==> config.mk <==
export PLATFORM = sky130hd
export DESIGN_NAME = nvious_digits
export DESIGN_NICKNAME = d
export VERILOG_FILES = /design/src/rtl/nvious_pkg.sv /design/src/rtl/nvious_seg_hit.sv /design/src/rtl/nvious_digits.sv
export SDC_FILE = /design/constraint.sdc
export NUM_CORES = 1
export LEC_CHECK = 0
export ABC_AREA = 1
export BUFFER_PORTS_ARGS = -buffer_cell sky130_fd_sc_hd__buf_4
export CAP_MARGIN = 20
export CORE_AREA = 2 2 79 81
export CTS_CLUSTER_DIAMETER = 200
export DETAILED_ROUTE_END_ITERATION = 16
export DIE_AREA = 0 0 81 83
export HOLD_SLACK_MARGIN = 0.06
export PLACE_DENSITY_LB_ADDON = 0.05
export SYNTH_ARGS = -nofsm -noshare
export SYNTH_HDL_FRONTEND = slang
export SYNTH_SLANG_ARGS = --single-unit
==> constraint.sdc <==
create_clock -name clk -period 1.8 [get_ports clk]
set_input_delay 0.09 -clock clk [delete_from_list [all_inputs] [get_ports clk]]
set_output_delay 0.09 -clock clk [all_outputs]
set_load 0.05 [all_outputs]
==> src/rtl/nvious_pkg.sv <==
// nvious_pkg: shared types and constants for the nvious_digits block.
// Holds the FSM state type, the 7-segment encodings for 0..9, the
// 16-step countdown glyph sequence and a rectangle hit-test helper.
// Segment word layout: bit7 dp, bits6..0 segments g..a.
package nvious_pkg;

  typedef enum logic {
    ST_COUNT = 1'b0,
    ST_LIVE  = 1'b1
  } state_t;

  localparam logic [7:0] GLYPH_DP    = 8'h80;
  localparam logic [7:0] GLYPH_BLANK = 8'h00;

  // 9 leaves segment d dark (six-segment style nine).
  localparam logic [7:0] SEG_DIGIT [10] = '{
    8'h3F, 8'h06, 8'h5B, 8'h4F, 8'h66,
    8'h6D, 8'h7D, 8'h07, 8'h7F, 8'h67
  };

  localparam logic [7:0] COUNT_GLYPH [16] = '{
    SEG_DIGIT[9], SEG_DIGIT[8], SEG_DIGIT[7], SEG_DIGIT[6],
    SEG_DIGIT[5], SEG_DIGIT[4], SEG_DIGIT[3], SEG_DIGIT[2],
    SEG_DIGIT[1], SEG_DIGIT[0],
    GLYPH_DP, GLYPH_BLANK, GLYPH_DP, GLYPH_BLANK, GLYPH_DP, GLYPH_BLANK
  };

  // Half-open rectangle test; callers keep all operands 11-bit so the
  // upper-bound sums never wrap for on-screen coordinates.
  function automatic logic in_box(input logic [10:0] x, input logic [10:0] y,
                                  input logic [10:0] x0, input logic [10:0] y0,
                                  input logic [10:0] w, input logic [10:0] h);
    return (x >= x0) && (x < x0 + w) && (y >= y0) && (y < y0 + h);
  endfunction

endpackage

==> src/rtl/nvious_seg_hit.sv <==
// nvious_seg_hit: combinational hit vector for one digit box.
// hit[6:0] = segments g..a, hit[7] = decimal point square at lower right.
module nvious_seg_hit
  import nvious_pkg::*;
#(
  parameter int BX    = 192,
  parameter int BY    = 8,
  parameter int SEG_L = 48,
  parameter int SEG_T = 8
) (
  input  logic [10:0] x,
  input  logic [10:0] y,
  output logic [7:0]  hit
);

  localparam logic [10:0] BXL = 11'(BX);
  localparam logic [10:0] BYL = 11'(BY);
  localparam logic [10:0] L   = 11'(SEG_L);
  localparam logic [10:0] T   = 11'(SEG_T);

  // Standard layout: horizontal bars a/g/d, vertical bars f/b (upper) and e/c (lower).
  always_comb begin
    hit    = '0;
    hit[0] = in_box(x, y, BXL + T,         BYL,                 L, T); // a
    hit[1] = in_box(x, y, BXL + T + L,     BYL + T,             T, L); // b
    hit[2] = in_box(x, y, BXL + T + L,     BYL + 2*T + L,       T, L); // c
    hit[3] = in_box(x, y, BXL + T,         BYL + 2*T + 2*L,     L, T); // d
    hit[4] = in_box(x, y, BXL,             BYL + 2*T + L,       T, L); // e
    hit[5] = in_box(x, y, BXL,             BYL + T,             T, L); // f
    hit[6] = in_box(x, y, BXL + T,         BYL + T + L,         L, T); // g
    hit[7] = in_box(x, y, BXL + 2*T + L,   BYL + 2*T + 2*L,     T, T); // dp
  end

endmodule

==> src/rtl/nvious_digits.sv <==
// nvious_digits: 7-segment digit overlay for a raster display.
// Counts down through a fixed glyph sequence (COUNT) until the first
// nonzero seg_data word arrives, then shows host data (LIVE) updated
// once per frame from a shadow register so a frame never tears.
// Optional build macro NVIOUS_DIGITS_BLINK_EN: in LIVE, bit7 of a digit
// becomes a blink enable (dp not drawn) instead of the decimal point.
// Handshake: seg_ready is always 1, so every cycle with seg_valid high
// is a transfer of seg_data into the shadow register.
module nvious_digits
  import nvious_pkg::*;
#(
  parameter int NUM_DIGITS      = 2,
  parameter int FRAMES_PER_STEP = 64,
  parameter int X0              = 192,
  parameter int Y0              = 8,
  parameter int SEG_L           = 48,
  parameter int SEG_T           = 8
) (
  input  logic                    clk,
  input  logic                    rst_n,
  input  logic [9:0]              hpos,
  input  logic [9:0]              vpos,
  input  logic                    display_on,
  input  logic                    vsync,
  input  logic [8*NUM_DIGITS-1:0] seg_data,
  input  logic                    seg_valid,
  output logic                    seg_ready,
  output logic                    pix_on,
  output logic                    live
);

  localparam int         PITCH    = SEG_L + 3*SEG_T;
  localparam logic [7:0] FPS_LAST = 8'(FRAMES_PER_STEP - 1);

  state_t                  state;
  state_t                  state_next;
  logic                    vsync_q;
  logic                    frame_tick;
  logic [3:0]              step;
  logic [7:0]              fcnt;
  logic [8*NUM_DIGITS-1:0] shadow;
  logic [8*NUM_DIGITS-1:0] disp;
  logic [7:0]              word [NUM_DIGITS];
  logic [7:0]              hit  [NUM_DIGITS];
  logic                    pix_next;
  logic [10:0]             x;
  logic [10:0]             y;

  assign seg_ready  = 1'b1;
  assign live       = (state == ST_LIVE);
  assign frame_tick = vsync & ~vsync_q;
  assign x          = {1'b0, hpos};
  assign y          = {1'b0, vpos};

  genvar k;
  generate
    for (k = 0; k < NUM_DIGITS; k++) begin : g_digit
      nvious_seg_hit #(
        .BX    (X0 + k*PITCH),
        .BY    (Y0),
        .SEG_L (SEG_L),
        .SEG_T (SEG_T)
      ) u_hit (
        .x   (x),
        .y   (y),
        .hit (hit[k])
      );
    end
  endgenerate

  // Next state: the first nonzero handshake in COUNT commits to LIVE for good.
  always_comb begin
    state_next = state;
    if (state == ST_COUNT && seg_valid && (|seg_data)) state_next = ST_LIVE;
  end

  // State, frame/step counters, shadow and display registers.
  always_ff @(posedge clk) begin
    if (!rst_n) begin
      state   <= ST_COUNT;
      vsync_q <= 1'b0;
      step    <= '0;
      fcnt    <= '0;
      shadow  <= '0;
      disp    <= '0;
    end else begin
      vsync_q <= vsync;
      state   <= state_next;
      if (seg_valid) shadow <= seg_data;
      if (frame_tick) begin
        if (state == ST_COUNT) begin
          if (fcnt == FPS_LAST) begin
            fcnt <= '0;
            step <= step + 4'd1;
          end else begin
            fcnt <= fcnt + 8'd1;
          end
        end else begin
          // Free-running in LIVE; disp picks up the pre-handshake shadow.
          fcnt <= fcnt + 8'd1;
          disp <= shadow;
        end
      end
    end
  end

  // Per-digit effective segment word and the combined pixel hit.
  always_comb begin
    pix_next = 1'b0;
    for (int i = 0; i < NUM_DIGITS; i++) begin
      word[i] = (state == ST_LIVE) ? disp[8*i +: 8] : COUNT_GLYPH[step];
`ifdef NVIOUS_DIGITS_BLINK_EN
      if (state == ST_LIVE) begin
        if (word[i][7] && fcnt[5]) word[i] = 8'h00;
        word[i][7] = 1'b0;
      end
`endif
      pix_next = pix_next | (|(word[i] & hit[i]));
    end
    pix_next = pix_next & display_on;
  end

  // Registered pixel output, one clock behind hpos/vpos/display_on.
  always_ff @(posedge clk) begin
    if (!rst_n) pix_on <= 1'b0;
    else        pix_on <= pix_next;
  end

endmodule
==> metrics.csv <==
metric,value,unit
crit_required,2.00,ns
start_util,44.4,%
synth_top_area_cell,dfxtp_1,
drt_iter0_drc,124,
swShare,24.5,%
ir_drop,0.000485,V
async_flop_share,0,%
clk_latency,0.30,ns
cts.sinks,47,
synthCells,387,
p_int,0.00178,W
p_switching,0.000580,W
powerDensity,732,nW/µm²
tightest_slew,0.612,ns
grt_max_degree,34,
grt_pass1_wl,10.1,mm
multi_input_area,1350,µm²
hold_viol,0,
worstSetupStartpointType,flop,
synth.cell_area,2580,µm²
ys.flop_type,dfxtp_1,
seq_area,946,µm²
core_area,5820,µm²
fin_crit_sh,88.2,%
final_layout_size_suffix_gt1_share,16.0,%
n_antenna_cell,0,
synth_seq_cells,47,
grt_pass1_vias,2297,
rows,28,
p_leak,1.42,nW
yosysWarnings,0,
setup_viol,0,
dp.cells,486,
crit_type,reg2reg,
cts_root_buffer,clkbuf_8,
slew_headroom,58.8,%
die-area,6720,µm²
cp_max_fo,5,
wl_per_cell,11.5,µm
die_w,81,µm
met2_usage,29.5,%
track_usage,18.6,%
fmax,630,MHz
antenna_found_initial,0,
clkTransAtPathRegs,0.10,ns
design_area,3230,µm²
gp_congestion,0.874,
fill_cells,603,
pwr-share-comb,13.0,%
yosysUniqueCellTypes,32,
vias,2518,
outcome,completed,
grt_overflow_total,0,
synth-compound-area-share,17.2,%
worst_slack,0.212,ns
area_growth,24.9,%
io_buffer_count,36,
synth_edf_count,0,
fin_cells,513,
gr-usage-met3,4.02,%
clkPwrFrac,40.2,%
dp_slack,0.123,ns
synth-simple-area-share,30.5,%
io_pins,44,
dpl.hpwl,4.30,mm
synthMuxAreaShare,0,%
slew_viol_final,0,
htreeDepth,2,
skew,0.00824,ns
final_nets,484,
placed_cell_area,2890,µm²
cts.path.max_buffers,2,
dr.pass1.iters,5,
synth.top_cell.area_share,36.4,%
yosysSeqAreaShare,36.4,%
worstPathArrival,1.79,ns
cts_tree,yes,
min_period,1.59,ns
grt-busiest-layer,met2,
drc_errors,0,
synth_top_family_by_area,simple AND/OR/NAND/NOR gates,
min_path_type,in2reg,
die_y,83,µm
synth_fa_ha_area_share,2.91,%
vias_per_cell,4.91,
synth_xor_area_share,1.36,%
cts_made_buffers,5,
synthTopCellsByArea,"dfxtp_1, nand2_1, a21oi_1, inv_1, nand3_1",
ant_nets,0,
maxCapViolations,0,
seqPwrFrac,46.8,%
synth_nets,434,
use_met1,24.3,%
worstSetupEndpointType,flop,
wl,5.90,mm
syn_area_per_cell,6.68,µm²
state kept, by name, indices dropped and copies added (netlist names):
signal	flops
disp	16
shadow	16
fcnt	8
step	4
live	1
pix_on	1
vsync_q	1
synth_stat cells (2+ instances only):
| library cell | instances |
|---|---|
| a21oi_1 | 42 |
| buf_2 | 4 |
| buf_4 | 3 |
| clkbuf_1 | 7 |
| dfxtp_1 | 47 |
| ha_1 | 6 |
| inv_1 | 53 |
| inv_2 | 4 |
| nand2_1 | 73 |
| nand3_1 | 36 |
| nand3b_1 | 3 |
| nand4_1 | 8 |
| nor2_1 | 31 |
| nor2_2 | 9 |
| nor3_1 | 2 |
| nor4_1 | 4 |
| o211ai_1 | 3 |
| o21ai_0 | 30 |
| o21ai_1 | 7 |
| xor2_1 | 3 |
power by group through the flow:
stage | logic (W) | registers (W) | clock network (W)
3_5_place_dp | 0.000276 | 0.00113 | 0
6_report | 0.000308 | 0.00111 | 0.000949
5_1_grt | 0.000349 | 0.00111 | 0.00102
3_3_place_gp | 0.000273 | 0.00113 | 0
4_1_cts | 0.000308 | 0.00111 | 0.000972
2_1_floorplan | 0.000167 | 0.00113 | 0
per-stage QoR:
step           util (%)  TNS (ns)  hold slack, ns  power, W
2_1_floorplan         -         0           0.183   0.00130
3_3_place_gp       49.8         0           0.283   0.00140
3_5_place_dp       49.8         0           0.288   0.00141
4_1_cts            55.3         0           0.141   0.00239
5_1_grt            55.5  -0.00218           0.165   0.00248
6_report           55.5         0           0.149   0.00236
path summary, 6_finish.rpt:
| check | startpoint | to | slack, ns | cells past startpoint |
|---|---|---|---|---|
| setup / recovery | step[1]$_SDFFE_PN0P_ | pix_on$_SDFF_PN0_ | 0.21 | 12 |
| hold / removal | rst_n | vsync_q$_SDFF_PN0_ | 0.15 | 3 |
| setup reg to reg | step[1]$_SDFFE_PN0P_ | pix_on$_SDFF_PN0_ | 0.21 | 12 |
| hold reg to reg | disp[5]$_SDFFE_PN0P_ | disp[5]$_SDFFE_PN0P_ | 0.46 | 2 |
cell families (layout without fill, tap and decap cells):
logic type / Yosys count / after routing
AND/OR/NAND/NOR: 171 / 171
flip-flops: 47 / 47
buffers and inverters: 73 / 124
XOR/XNOR: 4 / 4
adder cells (fa/ha/maj): 6 / 6
other: 1 / 1
AO/OA/AOI/OAI: 85 / 85
per-layer routing:
metal	share of wire (%)	routed length (µm)
met1	48	2850
met5	0	0
met2	45	2630
met3	4.6	274
met4	2.4	142
cell usage in the layout (no fill, tap or decap), drive strengths merged, types with 5 or more instances in the layout:
cell type	synthesis	routed
dlygate4sd3	0	18
ha	6	6
nand4	9	9
o21ai	37	37
dfxtp	47	47
nor4	5	5
inv	57	58
nand3	36	36
a21oi	42	42
clkbuf	7	5
nor2	41	41
buf	9	41
nand2	74	74
worst max-delay path, stage by stage, from the launching register on:
cell and delay [ns]:
dfxtp_2 0.38, inv_1 0.07, ha_1 0.23, nand3_1 0.10
nand2_1 0.06, nand2_1 0.11, nand3_1 0.09, nand3_1 0.09
nand2_1 0.05, nor2_1 0.10, nand2_1 0.07, nor2_1 0.10
nor2_1 0.04
area by class of cell:
cell class	count	share of cell area, %
Clock buffer	5	2.13
Clock inverter	3	2.21
Inverter	57	6.63
Multi-Input combinational cell	267	41.7
Sequential cell	47	29.3
Tap cell	75	2.91
Timing Repair Buffer	59	15.1
repair_timing:
item / 4_1_cts / 5_1_grt
endpoints found under the hold margin: 18 / 0
buffers inserted: 0 / 1
resized for setup: 0 / 3
hold buffers: 18 / 0
setup endpoints to repair: 0 / 1
(Power assumes the default switching activity.)
